`config.mk`:
```
export PLATFORM = sky130hd
export DESIGN_NAME = bram_fifo_ctrl_flat
export DESIGN_NICKNAME = d
export VERILOG_FILES = /design/src/rtl/bram_fifo_pkg.sv /design/src/rtl/bram_fifo_if.sv /design/src/rtl/bram_fifo_outbuf.sv /design/src/rtl/bram_fifo_ctrl.sv /design/src/flat_wrapper.sv
export SDC_FILE = /design/constraint.sdc
export NUM_CORES = 1
export LEC_CHECK = 0
export CAP_MARGIN = 15
export CORE_MARGIN = 4
export CORE_UTILIZATION = 45
export CTS_BUF_LIST = sky130_fd_sc_hd__clkbuf_2 sky130_fd_sc_hd__clkbuf_4 sky130_fd_sc_hd__clkbuf_8
export CTS_CLUSTER_SIZE = 28
export DETAILED_ROUTE_END_ITERATION = 8
export PLACE_DENSITY = 0.79
export SLEW_MARGIN = 20
export SYNTH_ARGS = -nofsm -noshare
export SYNTH_HDL_FRONTEND = slang
export SYNTH_HIERARCHICAL = 1
export SYNTH_SLANG_ARGS = --single-unit
```
`constraint.sdc`:
```
create_clock -name clk -period 4 [get_ports clk]
set_input_delay 0.8 -clock clk [delete_from_list [all_inputs] [get_ports clk]]
set_output_delay 0.8 -clock clk [all_outputs]
set_load 0.01 [all_outputs]
```
`src/rtl/bram_fifo_pkg.sv`:
```
// ---------------------------------------------------------------------------
// bram_fifo_pkg
// Shared defaults and types for the block-RAM backed FWFT FIFO controller.
//   DW_DEF    : default data width
//   AW_DEF    : default RAM address width
//   DEPTH_DEF : RAM entries for the default address width
//   CNT_W_DEF : occupancy counter width (must hold DEPTH+1)
//   port_op_e : which client owns the single RAM port this cycle
// ---------------------------------------------------------------------------
package bram_fifo_pkg;

  localparam int DW_DEF    = 8;
  localparam int AW_DEF    = 4;
  localparam int DEPTH_DEF = 2 ** AW_DEF;
  localparam int CNT_W_DEF = AW_DEF + 1;

  // Owner of the shared RAM address bus in the current cycle.
  typedef enum logic {
    PORT_WRITE = 1'b0,
    PORT_FETCH = 1'b1
  } port_op_e;

  // Number of RAM entries addressed by an aw-bit pointer.
  function automatic int depth_of(input int aw);
    return 1 << aw;
  endfunction

endpackage : bram_fifo_pkg

```
`src/rtl/bram_fifo_if.sv`:
```
// ---------------------------------------------------------------------------
// bram_fifo_if
// Write and read handshakes of the FIFO, bundled for port connection.
//   wr_valid/wr_ready/wr_data : producer side, word moves on valid && ready
//   rd_valid/rd_ready/rd_data : consumer side, word moves on valid && ready
// Modports:
//   slave  : the FIFO controller
//   master : the producer/consumer environment
// ---------------------------------------------------------------------------
interface bram_fifo_if
  import bram_fifo_pkg::*;
#(
  parameter int DW = DW_DEF
) ();

  logic          wr_valid;
  logic          wr_ready;
  logic [DW-1:0] wr_data;
  logic          rd_valid;
  logic          rd_ready;
  logic [DW-1:0] rd_data;

  modport slave (
    input  wr_valid, wr_data, rd_ready,
    output wr_ready, rd_valid, rd_data
  );

  modport master (
    output wr_valid, wr_data, rd_ready,
    input  wr_ready, rd_valid, rd_data
  );

endinterface : bram_fifo_if

```
`src/rtl/bram_fifo_outbuf.sv`:
```
// ---------------------------------------------------------------------------
// bram_fifo_outbuf
// Read-latency hiding stage: tracks the fetch in flight and captures the RAM
// output into a one-entry holding register that drives the read port.
//   clk, rst  : clock, asynchronous active-high reset
//   fetch     : a RAM read is issued this cycle
//   bram_dout : registered RAM data, meaningful the cycle after a fetch
//   rd_ready  : consumer accepts the held word
//   inflight  : a fetch was issued last cycle, its data is on bram_dout
//   out_valid : holding register contains the head-of-FIFO word
//   out_data  : holding register contents
// ---------------------------------------------------------------------------
module bram_fifo_outbuf
  import bram_fifo_pkg::*;
#(
  parameter int DW = DW_DEF
) (
  input  logic          clk,
  input  logic          rst,
  input  logic          fetch,
  input  logic [DW-1:0] bram_dout,
  input  logic          rd_ready,
  output logic          inflight,
  output logic          out_valid,
  output logic [DW-1:0] out_data
);

  logic          inflight_d,  inflight_q;
  logic          out_valid_d, out_valid_q;
  logic [DW-1:0] out_reg_d,   out_reg_q;

  always_comb begin
    // NOTE: every variable gets a default first so no path can infer a latch.
    inflight_d  = fetch;
    out_valid_d = out_valid_q;
    out_reg_d   = out_reg_q;
    if (inflight_q) begin
      // The fetch rule only lets data land into an empty or draining register,
      // so capturing unconditionally never overwrites an unread word.
      out_reg_d   = bram_dout;
      out_valid_d = 1'b1;
    end else if (out_valid_q && rd_ready) begin
      out_valid_d = 1'b0;
    end
  end

  always_ff @(posedge clk or posedge rst) begin
    if (rst) begin
      inflight_q  <= 1'b0;
      out_valid_q <= 1'b0;
      out_reg_q   <= '0;
    end else begin
      inflight_q  <= inflight_d;
      out_valid_q <= out_valid_d;
      out_reg_q   <= out_reg_d;
    end
  end

  assign inflight  = inflight_q;
  assign out_valid = out_valid_q;
  assign out_data  = out_reg_q;

endmodule : bram_fifo_outbuf

```
`src/rtl/bram_fifo_ctrl.sv`:
```
// ---------------------------------------------------------------------------
// bram_fifo_ctrl
// First-word-fall-through FIFO built on a single-port synchronous block RAM.
// Arbitrates the one RAM port between writes and read prefetches (prefetch
// wins) and hides the RAM read latency with bram_fifo_outbuf.
//   clk, rst  : clock, asynchronous active-high reset
//   fifo      : write/read handshakes (bram_fifo_if.slave)
//   count     : total occupancy = RAM entries + fetch in flight + held word
//   bram_we   : RAM write enable
//   bram_addr : RAM address (read pointer on fetch, write pointer otherwise)
//   bram_din  : RAM write data
//   bram_dout : RAM registered read data
// ---------------------------------------------------------------------------
module bram_fifo_ctrl
  import bram_fifo_pkg::*;
#(
  parameter int DW = DW_DEF,
  parameter int AW = AW_DEF
) (
  input  logic          clk,
  input  logic          rst,
  bram_fifo_if.slave    fifo,
  output logic [AW:0]   count,
  output logic          bram_we,
  output logic [AW-1:0] bram_addr,
  output logic [DW-1:0] bram_din,
  input  logic [DW-1:0] bram_dout
);

  localparam int         DEPTH     = depth_of(AW);
  localparam logic [AW:0] DEPTH_CNT = (AW+1)'(DEPTH);

  logic [AW-1:0] wr_ptr_d,  wr_ptr_q;
  logic [AW-1:0] rd_ptr_d,  rd_ptr_q;
  logic [AW:0]   mem_cnt_d, mem_cnt_q;

  logic          fetch;
  logic          wr_ready_int;
  logic          wr_fire;
  logic          inflight;
  logic          out_valid;
  logic [DW-1:0] out_data;
  port_op_e      port_op;

  // Port arbitration. A fetch is issued whenever the RAM holds a word, no
  // fetch is already in flight, and the holding register will be free when
  // the data lands. Writes take the port only when no fetch wants it.
  always_comb begin
    fetch        = (mem_cnt_q != '0) && !inflight && (!out_valid || fifo.rd_ready);
    wr_ready_int = !rst && (mem_cnt_q != DEPTH_CNT) && !fetch;
    wr_fire      = fifo.wr_valid && wr_ready_int;
    port_op      = fetch ? PORT_FETCH : PORT_WRITE;
  end

  assign fifo.wr_ready = wr_ready_int;

  assign bram_we   = wr_fire;
  assign bram_addr = (port_op == PORT_FETCH) ? rd_ptr_q : wr_ptr_q;
  assign bram_din  = fifo.wr_data;

  // Pointer and RAM occupancy update. wr_fire and fetch never coincide, so
  // mem_cnt moves by at most one per cycle.
  always_comb begin
    wr_ptr_d  = wr_ptr_q;
    rd_ptr_d  = rd_ptr_q;
    mem_cnt_d = mem_cnt_q;
    if (wr_fire) begin
      wr_ptr_d  = wr_ptr_q + AW'(1);
      mem_cnt_d = mem_cnt_q + (AW+1)'(1);
    end
    if (fetch) begin
      rd_ptr_d  = rd_ptr_q + AW'(1);
      mem_cnt_d = mem_cnt_q - (AW+1)'(1);
    end
  end

  always_ff @(posedge clk or posedge rst) begin
    if (rst) begin
      wr_ptr_q  <= '0;
      rd_ptr_q  <= '0;
      mem_cnt_q <= '0;
    end else begin
      wr_ptr_q  <= wr_ptr_d;
      rd_ptr_q  <= rd_ptr_d;
      mem_cnt_q <= mem_cnt_d;
    end
  end

  bram_fifo_outbuf #(
    .DW (DW)
  ) u_outbuf (
    .clk       (clk),
    .rst       (rst),
    .fetch     (fetch),
    .bram_dout (bram_dout),
    .rd_ready  (fifo.rd_ready),
    .inflight  (inflight),
    .out_valid (out_valid),
    .out_data  (out_data)
  );

  assign fifo.rd_valid = out_valid;
  assign fifo.rd_data  = out_data;

  // Purely state-derived: no combinational path from any input.
  assign count = mem_cnt_q + (AW+1)'(inflight) + (AW+1)'(out_valid);

  // A fetch is only issued into an empty holding register, so a fetch in
  // flight and a held word never coexist; occupancy tops out at DEPTH+1.
  a_no_inflight_while_held : assert property (
    @(posedge clk) disable iff (rst) !(inflight && out_valid)
  );
  a_count_bound : assert property (
    @(posedge clk) disable iff (rst) count <= DEPTH_CNT + (AW+1)'(1)
  );

endmodule : bram_fifo_ctrl

```
`src/flat_wrapper.sv`:
```
// flat-port wrapper written by rule: the top's interface ports become plain ports
module bram_fifo_ctrl_flat import bram_fifo_pkg::*;
#(
  parameter int DW = DW_DEF,
  parameter int AW = AW_DEF
)
  (clk, rst, count, bram_we, bram_addr, bram_din, bram_dout, fifo_wr_valid, fifo_wr_data, fifo_rd_ready, fifo_wr_ready, fifo_rd_valid, fifo_rd_data);
  bram_fifo_if #(.DW(DW)) fifo_i ();
  input  logic clk;
  input  logic rst;
  output logic [AW:0] count;
  output logic bram_we;
  output logic [AW-1:0] bram_addr;
  output logic [DW-1:0] bram_din;
  input  logic [DW-1:0] bram_dout;
  input wire logic [$bits(fifo_i.wr_valid)-1:0] fifo_wr_valid;
  input wire logic [$bits(fifo_i.wr_data)-1:0] fifo_wr_data;
  input wire logic [$bits(fifo_i.rd_ready)-1:0] fifo_rd_ready;
  output wire logic [$bits(fifo_i.wr_ready)-1:0] fifo_wr_ready;
  output wire logic [$bits(fifo_i.rd_valid)-1:0] fifo_rd_valid;
  output wire logic [$bits(fifo_i.rd_data)-1:0] fifo_rd_data;
  assign fifo_i.wr_valid = fifo_wr_valid;
  assign fifo_i.wr_data = fifo_wr_data;
  assign fifo_i.rd_ready = fifo_rd_ready;
  assign fifo_wr_ready = fifo_i.wr_ready;
  assign fifo_rd_valid = fifo_i.rd_valid;
  assign fifo_rd_data = fifo_i.rd_data;
  bram_fifo_ctrl #(.DW(DW), .AW(AW)) u_core (.clk(clk), .rst(rst), .fifo(fifo_i), .count(count), .bram_we(bram_we), .bram_addr(bram_addr), .bram_din(bram_din), .bram_dout(bram_dout));
endmodule
```
Word level (Yosys, flattened, before mapping)
Cells that the tools add are included.
Widths: inputs -> output; s select.
{"block": "word_totals", "ff_bits": 23, "in_bits": 20, "elab_cells": 33, "out_inout_bits": 28}
{"block": "op_classes", "mux": 6, "eq_ne": 1, "add_sub_neg": 6, "n_reduce_logical": 14}
{"cell": "$add 5x1->5", "n": 2}
{"cell": "$mux 5", "n": 2}
{"cell": "$add 4x1->4 const B", "n": 2}
{"cell": "$logic_and 1x1->1", "n": 6}
{"cell": "$add 5x1->5 const B", "n": 1}
{"cell": "$ne 5x5->1 const B", "n": 1}
{"cell": "$reduce_bool 5->1", "n": 1}
{"cell": "$sub 5x1->5 const B", "n": 1}
{"cell": "$logic_not 1->1", "n": 4}
{"cell": "$mux 4", "n": 1}
{"cell": "$reduce_bool 2->1", "n": 2}
{"cell": "$mux 1", "n": 3}
{"cell": "$logic_or 1x1->1", "n": 1}

Logic depth before layout (Yosys ltp)
{"block": "logic_depth", "ltp_word": 8, "ltp_mapped": 8, "mapped_depth_nobuf": 7}

By module
The synthesis kept the hierarchy.
{"mod": "bram_fifo_ctrl", "n_inst": 1, "area_each_um2": 1043.5, "seq_area_each_um2": 325.3, "cells_per_inst": 102}
{"mod": "bram_fifo_outbuf", "n_inst": 1, "area_each_um2": 397.9, "seq_area_each_um2": 250.2, "cells_per_inst": 22}

Worst setup path after synthesis
No wires, ideal clock.
{"block": "synth_path", "path_type": "input port to flip-flop", "startpoint": "input port fifo_rd_ready", "endpoint": "register u_core.mem_cnt_q[4]", "arrival_time_ps": 2540, "n_path_buf": 1, "path_stages": 8, "setup_ps": 133, "slack_ps": 1327, "cell_sequence": "nor2b_1 a211oi_2 buf_6 fa_1 a21o_1 a2111oi_0 a211oi_1 nand4b_1"}
{"block": "synth_via", "elab_chain_len": 6}
{"element": "start: declaration", "line_no": "flat_wrapper.sv:18", "rtl": "input wire logic [$bits(fifo_i.rd_ready)-1:0] fifo_rd_ready;"}
{"element": "$logic_or 1x1->1 (*)", "line_no": "bram_fifo_ctrl.sv:49", "rtl": "fetch = (mem_cnt_q != '0) && !inflight && (!out_valid || fifo.rd_ready);"}
{"element": "$logic_and 1x1->1 (*)", "line_no": "bram_fifo_ctrl.sv:49"}
{"element": "named net u_core.fetch", "line_no": "bram_fifo_ctrl.sv:37", "rtl": "logic fetch;"}
{"element": "$logic_not 1->1", "line_no": "bram_fifo_ctrl.sv:50", "rtl": "wr_ready_int = !rst && (mem_cnt_q != DEPTH_CNT) && !fetch;"}
{"element": "$logic_and 1x1->1", "line_no": "bram_fifo_ctrl.sv:50"}
{"element": "$logic_and 1x1->1", "line_no": "bram_fifo_ctrl.sv:51", "rtl": "wr_fire = fifo.wr_valid && wr_ready_int;"}
{"element": "$reduce_bool 2->1 (no source line)"}
{"element": "end signal: assignment", "line_no": "bram_fifo_ctrl.sv:85", "rtl": "mem_cnt_q <= mem_cnt_d;"}
{"element": "end: declaration", "line_no": "bram_fifo_ctrl.sv:35", "rtl": "logic [AW:0] mem_cnt_d, mem_cnt_q;"}
Mark *: on every way through the listed nets, which the timed path passes. The rest lies on a longest branch.
A chain may end at the register's enable or synchronous reset.

Worst setup path in the final report
{"block": "layout_path", "startpoint": "input port fifo_rd_ready", "endpoint": "output port bram_addr[1]"}
{"block": "layout_via", "elab_chain_len": 4}
{"element": "$logic_or 1x1->1", "line_no": "bram_fifo_ctrl.sv:49"}
{"element": "$logic_and 1x1->1", "line_no": "bram_fifo_ctrl.sv:49"}
{"element": "$mux 1", "line_no": "bram_fifo_ctrl.sv:52", "rtl": "port_op = fetch ? PORT_FETCH : PORT_WRITE;"}
{"element": "$mux 4", "line_no": "bram_fifo_ctrl.sv:58", "rtl": "assign bram_addr = (port_op == PORT_FETCH) ? rd_ptr_q : wr_ptr_q;"}
{"element": "end: declaration", "line_no": "flat_wrapper.sv:13", "rtl": "output logic [AW-1:0] bram_addr;"}
No other way between the ends.

==> results by group <==
Outcome
  • Status: finished, final reports clean

Critical path
  • Slowest cell on crit path: clkdlybuf4s50_1
  • Setup crit end kind: output pin
  • Setup CP Type: primary input to output pin
  • Slowest stage delay, CP: around 0.50 ns
  • Startpoint type of the worst setup path: primary input
  • Critical path cell sequence: clkdlybuf4s50_1 -> nor2b_1 -> a211oi_2 -> buf_4 -> mux2_2 -> clkdlybuf4s50_1
  • Crit path max fanout: 17
  • Crit path required time: 3.20 ns
  • Buffer and inverter count on the worst path: 3
  • Worst EP arrival: 2.74 ns
  • Most used cell, CP: clkdlybuf4s50_1
  • Delay-heaviest family, CP: buffers and inverters

Synth
  • Post-synth EDFFs: 0
  • Biggest area consumer among synthesized cells: dfrtp_1
  • Yosys cell types: 41
  • Syn Area/Cell: about 12 sq um
  • Synth Flop Type: dfrtp_1
  • Seq/Total Area, Yosys: between 30% and 40%
  • Top cell type's share of synthesized area: 39.93%
  • FFs w/ async S/R, synth: 100.0%
  • Ys Warns: 6
  • Post-Syn Instances: 124
  • Netlist Area Pre-Place: 1441 sq um
  • Synthesized Nets: 152
  • Synth area leaders: dfrtp_1, mux2_4, ha_1
  • Flops & latches, synth: 23

Detailed routing
  • Drt drc: 0
  • Top Layer Used: met4
  • Via/cell ratio: 5.180
  • Metal-1 WL: 1.222 mm
  • Routed WL per cell: 14.61 um
  • Detailed-router iteration count before antenna repair: 4
  • Total wire length: 2.835 mm
  • Metal2 WL: between 1 and 1.5 mm
  • Post-DRT Antenna Nets: 0
  • DRT iter0 DRCs: 26
  • DR vias: 1005
  • Length of routed met3 wiring: between 100 and 150 um

Power and ir drop
  • Psw: 676.3 uW
  • Leakage: between 0.0007 and 0.0008 uW
  • Switching Share: 39.83%
  • Internal power: 1022 uW
  • PD cells: between 900 and 1000 nW/um^2
  • Clock share of power: under 10%
  • Reg power frac: approximately 28%
  • Comb power frac: 64.7%
  • Max rail drop VDD: approximately 0.39 mV

STA
  • Final min period: 3.541 ns
  • Relative slew slack: 57.54%
  • Tcrit/Tclk final: 88.52%
  • RSZ-0062 raised after global routing: false
  • Worst setup margin: around 0.46 ns
  • Final hold vios: 0
  • Max Fclk: 282.4 MHz
  • Final Setup Violations: 0
  • Final setup TNS: 0 ns
  • Max Clock Skew: roughly 0.0036 ns
  • Max-slew violation count: 0
  • Worst Max-Slew Pin Slew: between 0.6 and 0.7 ns

Finish
  • NumNets Final: 179
  • Ant diodes: 0
  • Fillers: ~260
  • P&R area growth vs syn: 22.22%
  • Share of post-route cells with drive strength above 1: 18.67%

Floorplan
  • Die height: approximately 65 um
  • Starting Density: 47.21%
  • Total die area: 4173 sq um
  • Ports: 48
  • Die extent in x: around 65 um
  • Row cnt: 20
  • Core Area: 3053 sq um

GRT
  • GRT Total Usage: 15.40%
  • Vias in the first global route: 1102
  • Grt ovf: 0
  • Global-route wire length before repair: 5.050 mm
  • Largest net degree at the start of global routing: 18
  • Antenna violations before repair: 0

Clock tree
  • # resized after CTS: 0
  • Max H-tree Level: 1
  • CTS tree: done
  • Clk buf depth: 2
  • Worst-path clk slew: between 0.1 and 0.15 ns
  • Clk sinks: 23
  • Hold Buf Count CTS: 0
  • Later-pin clock latency in the skew report: ~0.31 ns
  • # Post-CTS Setup Buffers: 0
  • Root Buffer: clkbuf_4
  • CTS Buf Count: 3

Job
  • Max cap viols: 0

Placement
  • RePlAce Congestion: between 0.7 and 0.8
  • Post-place setup slack: 0.4767 ns
  • HPWL after detailed placement: 2.185 mm
  • Input/output buffers: 31

Min path
  • Hold Crit Class: flip-flop to flip-flop
## power groups by stage
stage	Combinational, uW	Clock [uW]	Sequential (uW)
floorplan	677	0	489
global placement	1050	0	485
detailed placement	1100	0	487
CTS	1100	120	486
global route	1210	128	505
finish	1100	115	484
## flip-flops by register name, indices dropped and copies added, names as in the netlist
name                       cells
u_core/mem_cnt_q               5
u_core/u_outbuf/out_data       8
u_core/u_outbuf/inflight       1
u_core/rd_ptr_q                4
u_core/u_outbuf/out_valid      1
u_core/wr_ptr_q                4
## Yosys cell counts (all sizes together) (2+ instances only)
master and instances:
dfrtp 23, mux2 14, buf 11, inv 11, ha 6, xor2 6, nand3 5, nor3 5
xnor2 5, a21o 3, a21oi 3, and3 3, nand2 3, nor4 3, o21ai 3, a211oi 2
fa 2, nor2b 2, o22ai 2
## worst paths after layout
check,start,endpoint,slack [ns],cells past startpoint
hold reg to reg,u_core/wr_ptr_q[3]$_DFFE_PP0P_,u_core/wr_ptr_q[3]$_DFFE_PP0P_,0.47,1
hold / removal,u_core/wr_ptr_q[3]$_DFFE_PP0P_,u_core/wr_ptr_q[3]$_DFFE_PP0P_,0.47,1
setup reg to reg,u_core/mem_cnt_q[0]$_DFFE_PP0P_,u_core/mem_cnt_q[4]$_DFFE_PP0P_,1.21,8
min in group asynchronous,rst,u_core/u_outbuf/out_data[5]$_DFFE_PP0P_,0.85,2
setup / recovery,fifo_rd_ready,bram_addr[1],0.46,6
max in group asynchronous,rst,u_core/u_outbuf/out_valid$_DFFE_PP0P_,2.89,2
## final cells by class
cell class / count / area [sq um] / area share [%]
clock buffer: 4 / 30.03 / 1.705
inverter: 11 / 41.29 / 2.344
tap: 44 / 55.05 / 3.125
timing repair buffer: 34 / 332.8 / 18.89
sequential: 23 / 575.6 / 32.67
multi-input combinational: 78 / 726.9 / 41.26
## through the flow
step | hold WS (ns) | instances | power, uW | cell area [sq um] | utilization [%]
global route | 0.4880 | 194 | 1842 | 1762 | 57.70
CTS | 0.4733 | 194 | 1707 | 1762 | 57.70
global placement | 0.4521 | 190 | 1530 | 1732 | 56.72
floorplan | 0.4378 | 124 | 1165 | 1441 | -
detailed placement | 0.4549 | 190 | 1584 | 1732 | 56.72
finish | 0.4717 | 194 | 1698 | 1762 | 57.70
## placed cells by master, fill, tap and decap left out, drive strengths merged, types with 4 or more instances in the layout
cell type      Yosys  routed
clkdlybuf4s50      0      31
dfrtp             23      23
mux2              14      14
inv               11      11
xor2               6       6
ha                 6       6
xnor2              5       5
nand3              5       5
nor3               5       5
clkbuf             1       4
## kinds of logic after synthesis
| logic type | synth area share [%] |
|---|---|
| xor+xnor | 6.684 |
| mux | 13.28 |
| flops | 39.93 |
| compound gates | 9.462 |
| buf+inv | 9.635 |
| fa+ha+maj | 7.986 |
| simple gates | 13.02 |
## routing by layer
metal | vias up | global-route usage [%]
met5 | - | 0
met4 | 0 | 5.013
met3 | 2 | 3.120
met2 | 29 | 26.80
met1 | 494 | 18.99
li1 | 480 | -
Power figures use the tool's default switching activity.
